### config.mk
export PLATFORM = sky130hd
export DESIGN_NAME = ring_digit_scanner
export DESIGN_NICKNAME = d
export VERILOG_FILES = /design/src/rtl/ring_digit_scanner.sv
export SDC_FILE = /design/constraint.sdc
export NUM_CORES = 1
export LEC_CHECK = 0
export ABC_CLOCK_PERIOD_IN_PS = 2400
export BUFFER_PORTS_ARGS = -buffer_cell sky130_fd_sc_hd__buf_4
export CAP_MARGIN = 5
export CORE_MARGIN = 2
export CORE_UTILIZATION = 55
export DETAILED_ROUTE_END_ITERATION = 12
export GPL_TIMING_DRIVEN = 0
export PLACE_DENSITY = 0.84
export SLEW_MARGIN = 20
export SYNTH_ARGS = -nofsm -noshare
export SYNTH_HDL_FRONTEND = slang
export SYNTH_SLANG_ARGS = --single-unit
### constraint.sdc
create_clock -name clk -period 2.4 [get_ports clk]
set_input_delay 0.48 -clock clk [delete_from_list [all_inputs] [get_ports clk]]
set_output_delay 0.48 -clock clk [all_outputs]
set_load 0.05 [all_outputs]
### src/rtl/ring_digit_scanner.sv
// Time-multiplexed N-digit 7-segment driver fed by a one-hot ring-counter phase,
// with sticky one-hot / step-sequence error flags and a ring revolution counter.
// Ports: clk, rst (async active-low); phase/digits/blank/err_clr in;
//        an/seg (active-low, registered), phase_err, seq_err, rev_tick, rev_cnt out.
// Latency: 1 cycle from sampled inputs to an/seg/flags/counter. No backpressure.
module ring_digit_scanner #(
  parameter int N     = 4,
  parameter int DIR   = 0,
  parameter int REV_W = 8
) (
  input  logic               clk,
  input  logic               rst,
  input  logic [N-1:0]       phase,
  input  logic [4*N-1:0]     digits,
  input  logic [N-1:0]       blank,
  input  logic               err_clr,
  output logic [N-1:0]       an,
  output logic [6:0]         seg,
  output logic               phase_err,
  output logic               seq_err,
  output logic               rev_tick,
  output logic [REV_W-1:0]   rev_cnt
);

  localparam int IW        = (N > 1) ? $clog2(N) : 1;
  // The ring "ends" on the bit it leaves when wrapping back to the start bit.
  localparam int END_BIT   = (DIR == 0) ? N - 1 : 0;
  localparam int START_BIT = (DIR == 0) ? 0 : N - 1;

  logic [N-1:0]  prev_phase;
  logic          hist_valid;
  logic          valid;
  logic [IW-1:0] idx;
  logic [3:0]    digit;
  logic [N-1:0]  rot_prev;
  logic          step_bad;
  logic          wrap;

  function automatic logic [6:0] hex7(input logic [3:0] d);
    logic [6:0] s;
    case (d)
      4'h0: s = 7'h40;  4'h1: s = 7'h79;  4'h2: s = 7'h24;  4'h3: s = 7'h30;
      4'h4: s = 7'h19;  4'h5: s = 7'h12;  4'h6: s = 7'h02;  4'h7: s = 7'h78;
      4'h8: s = 7'h00;  4'h9: s = 7'h10;  4'hA: s = 7'h08;  4'hB: s = 7'h03;
      4'hC: s = 7'h46;  4'hD: s = 7'h21;  4'hE: s = 7'h06;  default: s = 7'h0E;
    endcase
    return s;
  endfunction

  // Exactly one bit set: nonzero and clearing the lowest set bit leaves zero.
  assign valid = (phase != '0) && ((phase & (phase - N'(1))) == '0);

  always_comb begin
    idx = '0;
    for (int i = 0; i < N; i++) begin
      if (phase[i]) idx = IW'(i);
    end
  end

  assign digit = digits[4*idx +: 4];

  generate
    if (DIR == 0) begin : g_rot_left
      assign rot_prev = {prev_phase[N-2:0], prev_phase[N-1]};
    end else begin : g_rot_right
      assign rot_prev = {prev_phase[0], prev_phase[N-1:1]};
    end
  endgenerate

  assign step_bad = valid && hist_valid && (phase != prev_phase) && (phase != rot_prev);
  // For N>=2, end bit followed by start bit is always the legal rotation.
  assign wrap     = valid && hist_valid && prev_phase[END_BIT] && phase[START_BIT];

  always_ff @(posedge clk or negedge rst) begin
    if (!rst) begin
      an         <= '1;
      seg        <= 7'h7F;
      phase_err  <= 1'b0;
      seq_err    <= 1'b0;
      rev_tick   <= 1'b0;
      rev_cnt    <= '0;
      prev_phase <= '0;
      hist_valid <= 1'b0;
    end else begin
      if (valid && !blank[idx]) begin
        an  <= ~phase;
        seg <= hex7(digit);
      end else begin
        an  <= '1;
        seg <= 7'h7F;
      end
      // A new error in the clear cycle wins over the clear.
      phase_err <= !valid || (phase_err && !err_clr);
      seq_err   <= step_bad || (seq_err && !err_clr);
      if (valid) prev_phase <= phase;
      if (err_clr)    hist_valid <= 1'b0;
      else if (valid) hist_valid <= 1'b1;
      rev_tick <= wrap;
      if (wrap) rev_cnt <= rev_cnt + 1'b1;
    end
  end

endmodule

After elaboration in Yosys (flattened, before gate mapping)

Memories as Yosys holds them, arrays and structs flattened.
Cells that the tools add are included.

Memories kept: 1
Register bits after elaboration: 27
Bits in read-only memories: 112

Memories:

| memory           | depth | width | rd ports | clocked after memory_dff | wr ports | line | RTL |
|---|---|---|---|---|---|---|---|
| (name not given) | 16    | 7     | 1        | 0                        | 0        | 41   | `case (d)` |

Reduce and logical (&&, ||, !) cells: 17
$add $sub $neg: 2
Order comparisons: 1
Shifts and indexed selects: 1
Mux-type cells: 9
Bitwise gates (word level): 2
Equality and inequality tests: 2

Operators by type and width:

| operator                                                              | count |
|---|---|
| 16-bit by 5-bit variable part select with 4-bit output                | 1 |
| 1-bit logical AND                                                     | 9 |
| 8-bit by 1-bit adder with 8-bit output (second input constant)        | 1 |
| 4-bit != test                                                         | 2 |
| 7-bit 2-to-1 mux                                                      | 1 |
| 4-bit AND                                                             | 1 |
| 4-bit logical NOT                                                     | 1 |
| 1-bit 2-to-1 mux                                                      | 4 |
| 2-bit 2-to-1 mux                                                      | 2 |
| 4-bit 2-to-1 mux                                                      | 1 |
| 4-bit NOT                                                             | 1 |
| 4-bit nonzero test                                                    | 1 |
| 4-bit by 1-bit subtractor with 4-bit output (second input constant)   | 1 |
| 1-bit logical NOT                                                     | 3 |
| 2-bit by 3-bit < comparator with 1-bit output (second input constant) | 1 |
| 1-bit binary-select mux with 2-bit select                             | 1 |
| 1-bit logical OR                                                      | 2 |
| 2-bit nonzero test                                                    | 1 |

Longest topological paths before layout

Gate-level depths: netlist of run 1.

Depth after elaboration: 8
Mapped depth: 9
Mapped depth without buffers: 8

Worst setup path after synthesis of run 1

OpenSTA, ideal clock, no wires.

Path type: input port to flip-flop
From: input phase[1]
To: register seg[5]
Stages on the path: 8
Buffers on the path: 2
Data arrival time: 1.902 ns
Setup slack: 0.404 ns
Data required time: 2.306 ns
Cells stage by stage: buf_6 > buf_8 > a211o_1 > a22oi_1 > inv_1 > ha_1 > mux2i_1 > o221ai_1

Word-level cells in the longest chain between the ends: 8
Elaborated cells on any way between the ends: 15
Classes of those cells: 1 x add/sub; 1 x shift; 6 x mux; 1 x bitwise; 5 x reduce/logical; 1 x memory

RTL lines:

| element                                                                   | line | RTL |
|---|---|---|
| start, declared                                                           | 13   | `input logic [N-1:0] phase,` |
| parallel branches: the longest is 7 deep, another holds memory 16 x 7 bit | -    |  |
| 7-bit 2-to-1 mux (*)                                                      | 85   | `if (valid && !blank[idx]) begin` |
| end signal, assigned                                                      | 87   | `seg <= hex7(digit);` |
| end, declared                                                             | 18   | `output logic [6:0] seg,` |

Every way passes the cells marked *. The select of a mux whose other input is x is not followed.
A chain may end at the register's enable or synchronous reset.

Worst setup path after layout of run 1

From: input phase[3]
To: register seg[5]

Word-level cells in the longest chain between the ends: 6
Elaborated cells on any way between the ends: 13
Classes of those cells: 1 x add/sub; 1 x shift; 4 x mux; 1 x bitwise; 5 x reduce/logical; 1 x memory

RTL lines:

| element                                                                   | line |
|---|---|
| parallel branches: the longest is 5 deep, another holds memory 16 x 7 bit | - |
| 7-bit 2-to-1 mux (*)                                                      | 85 |

Marked as above.

==> results of run 1 <==
-- flip-flops by register name, summed over array words and instances (netlist names) --
name        flops
prev_phase      4
hist_valid      1
an              4
rev_cnt         8
rev_tick        1
seq_err         1
seg             7
phase_err       1
-- cell usage after synthesis (2+ instances only) --
cell type / count / area, µm²
o21ai_0: 6 / 30.03
nand4_1: 3 / 18.77
inv_1: 6 / 22.52
buf_2: 5 / 25.02
nand2_1: 17 / 63.81
buf_4: 3 / 22.52
nor2_1: 6 / 22.52
o211ai_1: 4 / 30.03
dfrtp_1: 16 / 400.4
mux2_2: 4 / 45.04
nor3_1: 3 / 15.01
nor3b_1: 2 / 15.01
a211o_1: 2 / 17.52
xnor2_1: 11 / 96.34
nor2b_1: 2 / 12.51
ha_1: 7 / 87.58
dfstp_2: 11 / 289.0
xor2_1: 4 / 35.03
a21oi_1: 3 / 15.01
nand3_1: 3 / 15.01
o221ai_1: 2 / 17.52
mux2i_1: 8 / 80.08
-- per-layer routing --
metal / part of all wire (%) / vias to the layer above / GRT usage, %
met5: 0 / - / 0
met4: 0.88 / 0 / 6.977
met3: 4.7 / 2 / 2.232
met2: 51 / 38 / 38.80
met1: 43 / 581 / 24.46
li1: - / 620 / -
-- cell usage in the layout (no fill, tap or decap), types with 2 or more instances in the layout --
master / count
nand2_1: 17
nor3_1: 3
nor2_1: 6
nand4_1: 3
a21oi_1: 3
nand3_1: 3
dfstp_2: 11
mux2i_1: 8
xnor2_1: 11
clkbuf_4: 3
o221ai_1: 2
inv_1: 6
buf_4: 48
dfrtp_1: 16
nor2b_1: 2
ha_1: 7
nor3b_1: 2
buf_2: 5
o21ai_0: 6
xor2_1: 4
o211ai_1: 4
mux2_2: 4
a211o_1: 2
-- final timing paths --
| path | from | to | slack [ns] | depth (start not counted) |
|---|---|---|---|---|
| min reg2reg | rev_cnt[7] | rev_cnt[7] | 0.48 | 1 |
| max | phase[3] | seg[5] | 0.41 | 9 |
| max reg2reg | prev_phase[3] | rev_cnt[6] | 0.91 | 5 |
| max in group asynchronous | rst | seg[1] | 2.05 | 1 |
| min | rst | rev_cnt[2] | 0.05 | 1 |
| min in group clk | err_clr | hist_valid | 0.31 | 2 |
-- cell type report --
cell class / instances / area, µm² / area share [%]
clock buffers: 4 / 26.28 / 1.301
flip-flops and latches: 27 / 689.4 / 34.14
inverters: 6 / 22.52 / 1.115
plain buffers: 10 / 73.82 / 3.656
well taps: 31 / 38.79 / 1.921
repair buffers: 45 / 337.8 / 16.73
multi-input cells: 105 / 830.8 / 41.14
-- power by group --
group / internal (mW) / leakage (nW) / switching (mW) / total (mW)
sequential: 0.496 / 0.326 / 0.0312 / 0.527
combinational: 0.137 / 0.655 / 0.185 / 0.322
clock: 0.0648 / 0.0150 / 0.118 / 0.182
total: 0.698 / 0.996 / 0.333 / 1.03
-- cells by family (layout without fill, tap and decap cells) --
kind of cell / Yosys count / in the layout / share of synthesized area, %
simple gates: 41 / 41 / 15.25
flops: 27 / 27 / 42.65
compound gates: 28 / 28 / 13.24
fa+ha+maj: 8 / 8 / 6.114
buf+inv: 16 / 65 / 5.959
xor+xnor: 15 / 15 / 8.127
mux: 13 / 13 / 8.668
-- per-stage QoR --
step           setup WS, ns  instances  hold WS [ns]  cell area, µm²
4_1_cts              0.4418        228       0.05225            2019
2_1_floorplan        0.4041        148        0.1844            1617
3_5_place_dp         0.1010        224        0.4036            1993
3_3_place_gp         0.1766        224        0.3997            1993
6_report             0.4129        228       0.05004            2019
5_1_grt              0.2816        228       0.04538            2019
==> out/qor.txt, run 1 <==
Outcome -> finished, final reports clean
Clk_skew -> 0.003635 ns
Core ar. -> 2781 µm²
Gr usage total -> 20.73%
Number of DRC markers in iteration 0 -> 54
Post-route minimum period -> 1.987 ns
Reg clk slew, reported paths -> 0.13 ns
Cells after synthesis -> 148
Worst-case clock buffer depth -> 2
Worst Path Arrival -> 2.22 ns
Global route overflow -> 0
Drt total wl -> 3069 µm
CP Class -> primary input to flop
Synth-to-Final Area Change -> 24.92%
Routed Antenna Nets -> 0
Max cap viols -> 0
Startpoint types -> primary input
Synth Cell Area -> 1617 µm²
Most used cell, CP -> buf_4
Post-synthesis cell type count -> 42
# setup viols final -> 0
Hold crit path type -> primary input to async pin
Via density -> 5.443
Total CTS buffers -> 3
Slew HR -> 63.84%
Avg WL per Cell -> 13.46 µm
Fillers -> 195
Hpwl dp -> 2469 µm
CP cell instances -> buf_4, buf_4, buf_2, a21oi_1, a22oi_1, inv_1, ha_1, mux2i_1, o221ai_1
Largest net degree at the start of global routing -> 28
CP max stage cell -> a22oi_1
Final core utilization -> 72.60%
RSZ-0062 raised after global routing -> no
Fmax -> 503.2 MHz
Port Buffers -> 45
Fin. Hold Viols -> 0
Vias -> 1241
Sum Neg Setup Slack -> 0 ns
H-tree depth -> 1
Peak VDD IR -> 0.3911 mV
Antenna violations before repair -> 0
DR DRC count -> 0
Post-CTS Setup Bufs -> 0
Post-synthesis register bit count -> 27
First-pass GRT wire length -> 5457 µm
Crit-path max FO -> 10
Static leakage -> 0.9959 nW
Post-CTS Hold Fix Bufs -> 0
Ys flop type -> dfrtp_1
Total power -> 1.031 mW
Final-stage net count -> 232
Die Area -> 3389 µm²
Crit share post-route -> 82.80%
Diodes inserted -> 0
Worst-Margin Slew -> 0.5425 ns
Layout cells sized above 1 -> 42.64%
Clk sinks -> 27
Peak per-stage delay on the critical path -> 0.43 ns
CP Capture Type -> flop
Seq/Total Area, Yosys -> 42.65%
Ys async rst share -> 100.0%
Die X -> 58.22 µm
Clk_lat worst skew -> 0.31 ns
Delay-heaviest family, CP -> buffers and inverters
Post-synth EDFFs -> 0
# rows -> 19
Fin. max-slew vios -> 0
Root buffer cell -> clkbuf_4
Drt pass-1 iters -> 3
CTS tree -> built
Die H -> 58.22 µm
Io pins -> 49
Worst path buffer plus inverter count -> 4
Data required, critical path -> 2.63 ns
Net count after synthesis -> 182
GP Congestion -> 0.7682
Avg Cell Area, Syn -> 10.92 µm²
Initial Util -> 58.12%
Synth Warn # -> 0
PD cells -> 510.5 nW/µm²
Resized Gates After CTS -> 0
Number of global-route vias before repair -> 1307
Power figures use the tool's default switching activity.
==> run 2, diff against run 1 <==
- ABC_CLOCK_PERIOD_IN_PS: 2400 -> 1700
- CORE_UTILIZATION: 55 -> 46
- PLACE_DENSITY: 0.84 -> 0.75
- clock period: 2.4 -> 1.7 ns (I/O delays scaled with it)
==> run 2 against run 1 <==
Against the previous run: setup slack lost 0.35 ns; non-clock buffer count grew 3; first-iteration DRC count shrank 46%; wire length grew 4.5%; final area grew 2.7%; clock-buffer cell count is the same; sequential share of layout area shrank 0.91 points; total power grew 44%; sequential power grew 41%; via count grew 2.3%; clock power grew 46%; cell count grew 7.9%; largest cell class unchanged; largest power group unchanged; highest routed layer unchanged.
==> out/qor.txt, run 2 (same netlist as run 1, synthesis figures left out) <==
Worst-Margin Slew -> 0.5414 ns
Diodes inserted -> 0
Clk sinks -> 27
Fin. max-slew vios -> 0
Hpwl dp -> 2523 µm
Gr usage total -> 16.90%
Fmax -> 612.0 MHz
Global route overflow -> 0
Routed Antenna Nets -> 0
Logic gate share of total power -> 31.7%
Most common cell after layout, fill and taps aside -> buf_4
Drt total wl -> 3208 µm
RSZ-0062 raised after global routing -> no
DR DRC count -> 0
Root buffer cell -> clkbuf_4
GP Congestion -> 0.7443
CTS tree -> built
Initial Util -> 48.07%
CP Capture Type -> flop
Clock share of power -> 18.0%
Number of DRC markers in iteration 0 -> 29
Io pins -> 49
Via density -> 5.163
Worst Path Arrival -> 1.88 ns
Switching share of power -> 32.90%
Die Area -> 4004 µm²
Antenna violations before repair -> 0
Number of global-route vias before repair -> 1284
M3 GR Usage -> 1.964%
Crit-path max FO -> 10
Largest Register -> rev_cnt
First-pass GRT wire length -> 5533 µm
Hold WS -> 0.1663 ns
Clk_skew -> 0.004434 ns
Avg WL per Cell -> 13.04 µm
Static leakage -> 1.008 nW
Crit share post-route -> 96.12%
Clk_lat worst skew -> 0.31 ns
Sequential Power Share -> 50.3%
Peak VDD IR -> 0.2666 mV
Largest net degree at the start of global routing -> 28
CP Class -> primary input to flop
# rows -> 21
GR peak layer -> met2
Die X -> 63.28 µm
Layout cells sized above 1 -> 45.00%
Met1 global-route usage -> 20.57%
# setup viols final -> 0
Startpoint types -> primary input
Biggest regs -> rev_cnt: 8 flops, seg: 7 flops
Internal power -> 0.9940 mW
Slew HR -> 63.90%
Worst-case clock buffer depth -> 2
Data required, critical path -> 1.94 ns
Most frequent cells in the layout -> buf_4, nand2_1, dfrtp_1
H-tree depth -> 1
Hold crit path type -> primary input to flop
Outcome -> finished, final reports clean
Synth-to-Final Area Change -> 28.33%
Final-stage net count -> 235
Drt pass-1 iters -> 6
Max reg flops -> 8
Port Buffers -> 45
Core ar. -> 3363 µm²
Met2 Usage GRT -> 30.05%
Die H -> 63.28 µm
Reg clk slew, reported paths -> 0.14 ns
Vias -> 1270
Fin. Hold Viols -> 0
Max cap viols -> 0
Switching Power -> 0.4874 mW
Final core utilization -> 61.68%
Post-route minimum period -> 1.634 ns
PD cells -> 714.1 nW/µm²
Total CTS buffers -> 3
==> run 2: critical path, stage by stage <==
cell and delay [ns]:
buf_4 0.09, buf_4 0.17, buf_2 0.26, a21oi_1 0.08, a22oi_2 0.25, buf_4 0.18
ha_1 0.24, nand2_1 0.06, o211ai_1 0.08, o211ai_1 0.12
==> run 2: routing by layer <==
metal	share of wire, %	routed length, µm
met3	5.4	173
met2	50	1589
met1	44	1401
met5	0	0
met4	1.4	44
==> run 2: worst paths after layout <==
path                                    to  slack (ns)  depth (start not counted)     startpoint
worst max-delay path                seg[3]        0.07                         10       phase[3]
worst min-delay path            hist_valid        0.17                          2        err_clr
min in group asynchronous       rev_cnt[0]        0.44                          2            rst
worst min register to register  rev_cnt[7]        0.48                          1     rev_cnt[7]
max in group asynchronous           seg[0]        0.96                          2            rst
worst max register to register  rev_cnt[7]        0.21                          5  prev_phase[3]
==> run 2: per-stage QoR <==
| stage | TNS [ns] | total power, mW | setup slack, ns | area (µm²) | cells |
|---|---|---|---|---|---|
| 2_1_floorplan | 0 | 1.075 | 0.0003858 | 1628 | 148 |
| 3_3_place_gp | -1.122 | 1.199 | -0.2011 | 2023 | 239 |
| 3_5_place_dp | -1.775 | 1.220 | -0.2433 | 2023 | 239 |
| 4_1_cts | 0 | 1.480 | 0.07505 | 2059 | 244 |
| 5_1_grt | 0 | 1.572 | 0.007720 | 2074 | 246 |
| 6_report | 0 | 1.481 | 0.06597 | 2074 | 246 |
==> run 2: what timing repair did <==
| item | 4_1_cts | 5_1_grt |
|---|---|---|
| hold buffers | 1 | 0 |
| endpoints found under the setup margin | 0 | 2 |
| buffers inserted | 0 | 2 |
| gates resized for setup | 0 | 0 |
| endpoints found under the hold margin | 16 | 0 |
==> run 2: final cells by class <==
class | instances | area [µm²]
multi-input combinational | 105 | 842.1
clock buffer | 4 | 26.28
sequential | 27 | 689.4
inverter | 6 | 22.52
buffer | 10 | 73.82
timing repair buffer | 48 | 362.8
fill | 303 | 1289
tap | 46 | 57.56
==> run 2: power groups by stage <==
stage / Clock [mW] / Sequential, mW / Combinational [mW]
after global placement: 0 / 0.752 / 0.447
final: 0.266 / 0.745 / 0.470
after CTS: 0.269 / 0.746 / 0.466
after detailed placement: 0 / 0.757 / 0.463
after floorplan: 0 / 0.844 / 0.231
after global routing: 0.313 / 0.752 / 0.507
